<file path="src/rtl/umi_mem_tester.sv">
// umi_mem_tester: UMI host-side initiator that writes a pattern to NUM_WORDS words, reads it back and counts mismatches.
// Optional response timeout: define UMI_MEM_TESTER_TIMEOUT_EN (adds the `timeout` output).
module umi_mem_tester #(
  parameter int unsigned    DW        = 256,
  parameter int unsigned    AW        = 64,
  parameter int unsigned    CW        = 32,
  parameter int unsigned    NUM_WORDS = 16,
  parameter logic [AW-1:0]  BASE_ADDR = '0,
  parameter logic [AW-1:0]  SRC_ADDR  = AW'(64'h1000),
  parameter int unsigned    TIMEOUT   = 1024
) (
  input  logic          clk,
  input  logic          rst,
  input  logic          start,
  output logic          busy,
  output logic          done,
  output logic          pass,
  output logic [15:0]   err_count,
`ifdef UMI_MEM_TESTER_TIMEOUT_EN
  output logic          timeout,
`endif
  output logic          uhost_req_valid,
  output logic [CW-1:0] uhost_req_cmd,
  output logic [AW-1:0] uhost_req_dstaddr,
  output logic [AW-1:0] uhost_req_srcaddr,
  output logic [DW-1:0] uhost_req_data,
  input  logic          uhost_req_ready,
  input  logic          uhost_resp_valid,
  input  logic [CW-1:0] uhost_resp_cmd,
  input  logic [AW-1:0] uhost_resp_dstaddr,
  input  logic [AW-1:0] uhost_resp_srcaddr,
  input  logic [DW-1:0] uhost_resp_data,
  output logic          uhost_resp_ready
);

  localparam int unsigned   NLANES     = DW / 32;
  localparam logic [2:0]    SIZE       = 3'($clog2(DW / 8));
  localparam logic [AW-1:0] STRIDE     = AW'(DW / 8);
  localparam logic [15:0]   LAST       = 16'(NUM_WORDS - 1);
  localparam logic [4:0]    REQ_WRITE  = 5'h03;
  localparam logic [4:0]    REQ_READ   = 5'h01;
  localparam logic [4:0]    RESP_WRITE = 5'h04;
  localparam logic [4:0]    RESP_READ  = 5'h02;

  typedef enum logic [2:0] {IDLE, WR_REQ, WR_RESP, RD_REQ, RD_RESP, DONE} state_t;

  state_t        state, state_nx;
  logic [15:0]   idx;
  logic [DW-1:0] pattern;
  logic          resp_fire;
  logic          tmo_hit;
  logic          idle_start;
  logic [1:0]    err_inc;
  logic [16:0]   err_sum;
  logic          unused_ok;

  assign unused_ok  = ^{uhost_resp_srcaddr, uhost_resp_cmd[CW-1:5]};
  // Derived from state rather than resp_ready to keep the next-state logic free of feedback.
  assign resp_fire  = uhost_resp_valid && (state == WR_RESP || state == RD_RESP);
  assign idle_start = (state == IDLE || state == DONE) && start;

  always_comb begin
    pattern = '0;
    for (int unsigned k = 0; k < NLANES; k++)
      pattern[k*32 +: 32] = {idx, k[7:0], 8'hA5};
  end

  always_comb begin
    err_inc = '0;
    if (resp_fire) begin
      err_inc = 2'(uhost_resp_cmd[4:0] != ((state == WR_RESP) ? RESP_WRITE : RESP_READ))
              + 2'(uhost_resp_dstaddr != SRC_ADDR);
      if (state == RD_RESP && uhost_resp_data != pattern) err_inc = err_inc + 2'd1;
    end else if (tmo_hit) begin
      err_inc = 2'd1;
    end
    err_sum = {1'b0, err_count} + 17'(err_inc);
  end

  always_ff @(posedge clk or posedge rst) begin
    if (rst) state <= IDLE;
    else     state <= state_nx;
  end

  always_comb begin
    state_nx          = state;
    busy              = 1'b0;
    done              = 1'b0;
    uhost_req_valid   = 1'b0;
    uhost_resp_ready  = 1'b0;
    uhost_req_cmd     = '0;
    uhost_req_dstaddr = '0;
    uhost_req_srcaddr = '0;
    uhost_req_data    = '0;
    case (state)
      IDLE: if (start) state_nx = WR_REQ;
      WR_REQ, RD_REQ: begin
        busy               = 1'b1;
        uhost_req_valid    = 1'b1;
        uhost_req_cmd[4:0] = (state == WR_REQ) ? REQ_WRITE : REQ_READ;
        uhost_req_cmd[7:5] = SIZE;
        uhost_req_dstaddr  = BASE_ADDR + AW'(idx) * STRIDE;
        uhost_req_srcaddr  = SRC_ADDR;
        if (state == WR_REQ) uhost_req_data = pattern;
        if (uhost_req_ready) state_nx = (state == WR_REQ) ? WR_RESP : RD_RESP;
      end
      WR_RESP, RD_RESP: begin
        busy             = 1'b1;
        uhost_resp_ready = 1'b1;
        if (resp_fire) begin
          if (idx != LAST) state_nx = (state == WR_RESP) ? WR_REQ : RD_REQ;
          else             state_nx = (state == WR_RESP) ? RD_REQ : DONE;
        end else if (tmo_hit) begin
          state_nx = DONE;
        end
      end
      DONE: begin
        done = 1'b1;
        if (start) state_nx = WR_REQ;
      end
      default: state_nx = IDLE;
    endcase
    pass = done && (err_count == '0);
  end

  always_ff @(posedge clk or posedge rst) begin
    if (rst) begin
      idx       <= '0;
      err_count <= '0;
    end else if (idle_start) begin
      idx       <= '0;
      err_count <= '0;
    end else begin
      if (resp_fire) idx <= (idx == LAST) ? '0 : idx + 16'd1;
      if (resp_fire || tmo_hit) err_count <= err_sum[16] ? '1 : err_sum[15:0];
    end
  end

`ifdef UMI_MEM_TESTER_TIMEOUT_EN
  logic [31:0] wait_cnt;

  assign tmo_hit = (state == WR_RESP || state == RD_RESP) && !resp_fire
                   && (wait_cnt == 32'(TIMEOUT - 1));

  always_ff @(posedge clk or posedge rst) begin
    if (rst) begin
      wait_cnt <= '0;
      timeout  <= 1'b0;
    end else begin
      wait_cnt <= (state == WR_RESP || state == RD_RESP) ? wait_cnt + 32'd1 : '0;
      if (idle_start)   timeout <= 1'b0;
      else if (tmo_hit) timeout <= 1'b1;
    end
  end
`else
  assign tmo_hit = 1'b0;
`endif

endmodule
</file>
<file path="config.mk">
export PLATFORM = sky130hd
export DESIGN_NAME = umi_mem_tester
export DESIGN_NICKNAME = d
export VERILOG_FILES = /design/src/rtl/umi_mem_tester.sv
export SDC_FILE = /design/constraint.sdc
export NUM_CORES = 1
export LEC_CHECK = 0
export CAP_MARGIN = 10
export CORE_AREA = 2 2 333 335
export DETAILED_ROUTE_END_ITERATION = 6
export DIE_AREA = 0 0 335 337
export GPL_TIMING_DRIVEN = 0
export SYNTH_ARGS = -nofsm -noshare
export SYNTH_HDL_FRONTEND = slang
export SYNTH_SLANG_ARGS = --single-unit
</file>
<file path="constraint.sdc">
create_clock -name clk -period 7.3 [get_ports clk]
set_input_delay 1.46 -clock clk [delete_from_list [all_inputs] [get_ports clk]]
set_output_delay 1.46 -clock clk [all_outputs]
set_load 0.01 [all_outputs]
</file>
==> summary.txt, run 1 <==
Outcome
  • Status: complete, no violations

Layout
  • Final core utilization: 14.41%
  • Register area: approximately 880 um^2
  • Commonest non-fill, non-tap cell in the layout: clkdlybuf4s50_1
  • Layout fillers: 12,540
  • Area of the multi-input gates: 4339 um^2
  • Commonest non-fill, non-tap cells in the layout: 543 x clkdlybuf4s50_1, 385 x buf_4, 223 x conb_1
  • # nets final: around 2,200
  • Area Overhead vs Synth: 113.1%
  • Layout cells sized above 1: around a quarter

Placed design
  • # port buffers: 543
  • DP Wirelength: between 50,000 and 60,000 um
  • RePlAce Congestion: 0.8057

Floorplan
  • Chip width: about 340 um
  • Num rows: 122
  • Initial core utilization: roughly 6.8%
  • CORE AREA: 109,600 um^2
  • # IOs: between 800 and 900
  • Die Span Y: approximately 340 um
  • Total die area: 112,900 um^2

Global route
  • First-pass GRT wire length: 78,200 um
  • Initial antenna violation count: 61
  • Vias in the first global route: 8,326
  • Largest net degree at the start of global routing: 55
  • All-layer global routing usage: a little over a tenth
  • Total gr overflow: 0

Worst setup path
  • Critical path's slowest cell: nor4_1
  • R2R depth: 20
  • FF-to-FF Start: idx[6]$_DFFE_PP0P_
  • Most frequent CP cell: buf_6
  • Crit. End Element: register
  • CP arrival: 7.16 ns
  • FF-to-FF End: err_count[5]$_DFFE_PP0P_
  • Setup crit start: uhost_resp_data[1]
  • CP max stage delay: 0.83 ns
  • R2r setup slk: roughly 1.1 ns
  • Crit-path cells: clkdlybuf4s50_1 > nor4_1 > nand4_1 > nor4_4 > nand3_1 > nor4_2 > a211o_1 > o211ai_1 > fa_1 > nand3b_1 > or4_4 > or2_1 > buf_6 > buf_6 > o21ai_0 > a21oi_1 > nor3_1
  • Max FO, Critical Path: 10
  • Worst endpoint required time: 7.49 ns
  • CP startpoint kind: input port
  • Critical path type: input port to register

Synthesis
  • Largest family of logic cells by synthesized area: buffers and inverters
  • Primary FF master, synth: dfrtp_1
  • Multiplexer share of the synthesized area: 1.351%
  • Post-synthesis sequential area ratio: 11.82%
  • Post-synth cell types: 60
  • Post-synthesis compound-gate area fraction: 7.751%
  • Synth Area in Adders: 1.283%
  • Simple-gate area share of the yosys netlist: 33.70%
  • Cells after Synth: 1,011
  • Flops & latches, synth: 35
  • XOR/XNOR Fraction of Synth Area: 2.600%
  • Mapped Avg Cell Area: 7.329 um^2
  • EDFF count, synth: 0
  • Synth Cell Area: 7410 um^2
  • Ys Warns: 0
  • Async SR Flop Fraction: 100.0%

Routing
  • DR DRC count: 0
  • Final ANT Viol Nets: 0
  • Iteration-0 DRC Markers: 374
  • Avg WL per Cell: 19.77 um
  • Via density: 2.959
  • First-pass DRT Iterations: 7
  • Drt total wl: 63,930 um
  • Total number of vias: between 9,000 and 10,000

Min path
  • Hold path startpoint: err_count[6]$_DFFE_PP0P_
  • WHS Path Cells: 1
  • HP Class: register to register
  • Worst hold endpoint: err_count[6]$_DFFE_PP0P_

Clock tree
  • CTS tree: done
  • Root buffer selected by CTS: clkbuf_16
  • Resize count post-CTS: 2
  • CTS Sinks: 35
  • Max H-tree Level: 2
  • Clock transition at path regs: 0.06 ns
  • CTS Buf Count: 5
  • Longest Clk Path Bufs: 2
  • Clk Latency, worst-skew pair: 0.28 ns
  • Cts hold-fix bufs: 0
  • Post-CTS Setup Repair Bufs: 0

Timing
  • Post-Route Skew: 0.005972 ns
  • Final hold vios: 0
  • Period utilization: 95.46%
  • Max_slew headroom: 19.97%
  • Max Transition Viols Final: 0
  • Fin crit period: 6.969 ns
  • Endpoints failing setup: 0
  • Max Fclk: 143.5 MHz
  • Worst slew pin tran: 1.189 ns
  • Fin Setup TNS: 0 ns
  • RSZ-0062 raised after global routing: false

Power and ir drop
  • Leak: 6.552 nW
  • PwrDens: 128.0 nW/um^2
  • Peak supply drop: 0.09324 mV

Run
  • Maxcap violations: 0
-- sequential cells by signal (all words and copies together) (netlist names) --
name       count
idx           16
err_count     16
state          3
-- synth_stat cells (all sizes together) (4+ instances only) --
| cell type | number | area [um^2] |
|---|---|---|
| or3 | 7 | 43.79 |
| o22ai | 4 | 25.02 |
| a31oi | 5 | 31.28 |
| nor2 | 63 | 236.5 |
| dfrtp | 35 | 875.8 |
| or2 | 4 | 25.03 |
| and4b | 7 | 70.07 |
| xor2 | 6 | 52.55 |
| o21ai | 23 | 115.1 |
| inv | 14 | 52.55 |
| buf | 388 | 2913 |
| clkbuf | 28 | 105.1 |
| or4 | 13 | 101.4 |
| nand2 | 30 | 112.6 |
| nand2b | 12 | 75.07 |
| nor4bb | 14 | 140.1 |
| nor4 | 61 | 381.6 |
| xnor2 | 16 | 140.1 |
| o31ai | 4 | 30.03 |
| nand4 | 38 | 237.7 |
| and4 | 10 | 87.58 |
| and2 | 37 | 231.5 |
| a21oi | 23 | 115.1 |
| ha | 6 | 75.07 |
| nor2b | 4 | 25.02 |
| mux2i | 10 | 100.1 |
| nor3 | 35 | 175.2 |
| and3 | 24 | 150.1 |
| nor4b | 18 | 157.7 |
| nand3 | 29 | 150.1 |
-- metal layers --
metal	part of all wire [%]	track usage, %	vias up
met2	48	18.32	569
met1	36	11.59	4207
li1	-	-	4593
met4	2.3	1.784	70
met5	0.74	0	-
met3	13	5.326	129
-- where the power goes --
group          switching [mW]  leakage, nW  internal [mW]  total, mW
registers              0.0320        0.480          0.214      0.246
logic                   0.697         6.00          0.870       1.57
clock network          0.0823       0.0680          0.126      0.209
-- stage by stage --
stage               power [mW]  hold WS [ns]  cells  worst slack [ns]  instance area (um^2)
global route             2.179        0.6133   3219           0.06300                 15760
global placement         1.803        0.5515   3202            -1.446                 15460
floorplan               0.9812        0.5632   1233             1.730                  8243
finish                   2.022        0.5651   3234            0.3315                 15790
CTS                      2.058        0.5775   3218          0.007820                 15750
detailed placement       1.845        0.5544   3210           -0.9167                 15600
-- area by class of cell --
class	count	area share [%]
clock buffer	7	0.8398
clock inverter	1	0.03169
inverter	14	0.3328
buffer	416	19.13
multi-input combinational	768	27.48
timing repair buffer	551	35.10
tap	1426	11.30
antenna	16	0.2535
sequential	35	5.546
-- cell families (layout without fill, tap and decap cells) --
group,count (synthesis),after routing
flops,35,35
buf+inv,430,989
compound gates,89,89
mux,10,10
fa+ha+maj,7,7
xor+xnor,22,22
simple gates,417,417
other cells,1,239
-- worst max-delay path: cells and delay by family --
family	cells	cell delay (ns)
AOI/OAI and AO/OA	4	0.56
and+or+nand+nor	9	3.95
adders and majority gates	1	0.46
buffers and inverters	3	0.69
-- worst max path at each step --
stage	endpoint	slack [ns]	cells past startpoint
floorplan	err_count[9]$_DFFE_PP0P_	1.73	18
CTS	err_count[9]$_DFFE_PP0P_	0.008	17
detailed placement	err_count[5]$_DFFE_PP0P_	-0.92	17
finish	err_count[5]$_DFFE_PP0P_	0.33	17
global placement	err_count[9]$_DFFE_PP0P_	-1.45	17
global route	err_count[9]$_DFFE_PP0P_	0.06	17
(Power assumes the default switching activity.)
==> run 2: changes to the inputs <==
--- a/config.mk
+++ b/config.mk
@@ -10,6 +10,7 @@
 export DETAILED_ROUTE_END_ITERATION = 6
 export DIE_AREA = 0 0 335 337
 export GPL_TIMING_DRIVEN = 0
+export SKIP_LAST_GASP = 1
 export SYNTH_ARGS = -nofsm -noshare
 export SYNTH_HDL_FRONTEND = slang
 export SYNTH_SLANG_ARGS = --single-unit
==> results of run 2 <==
Final layout, timing and power as in run 1 (identical DEF).
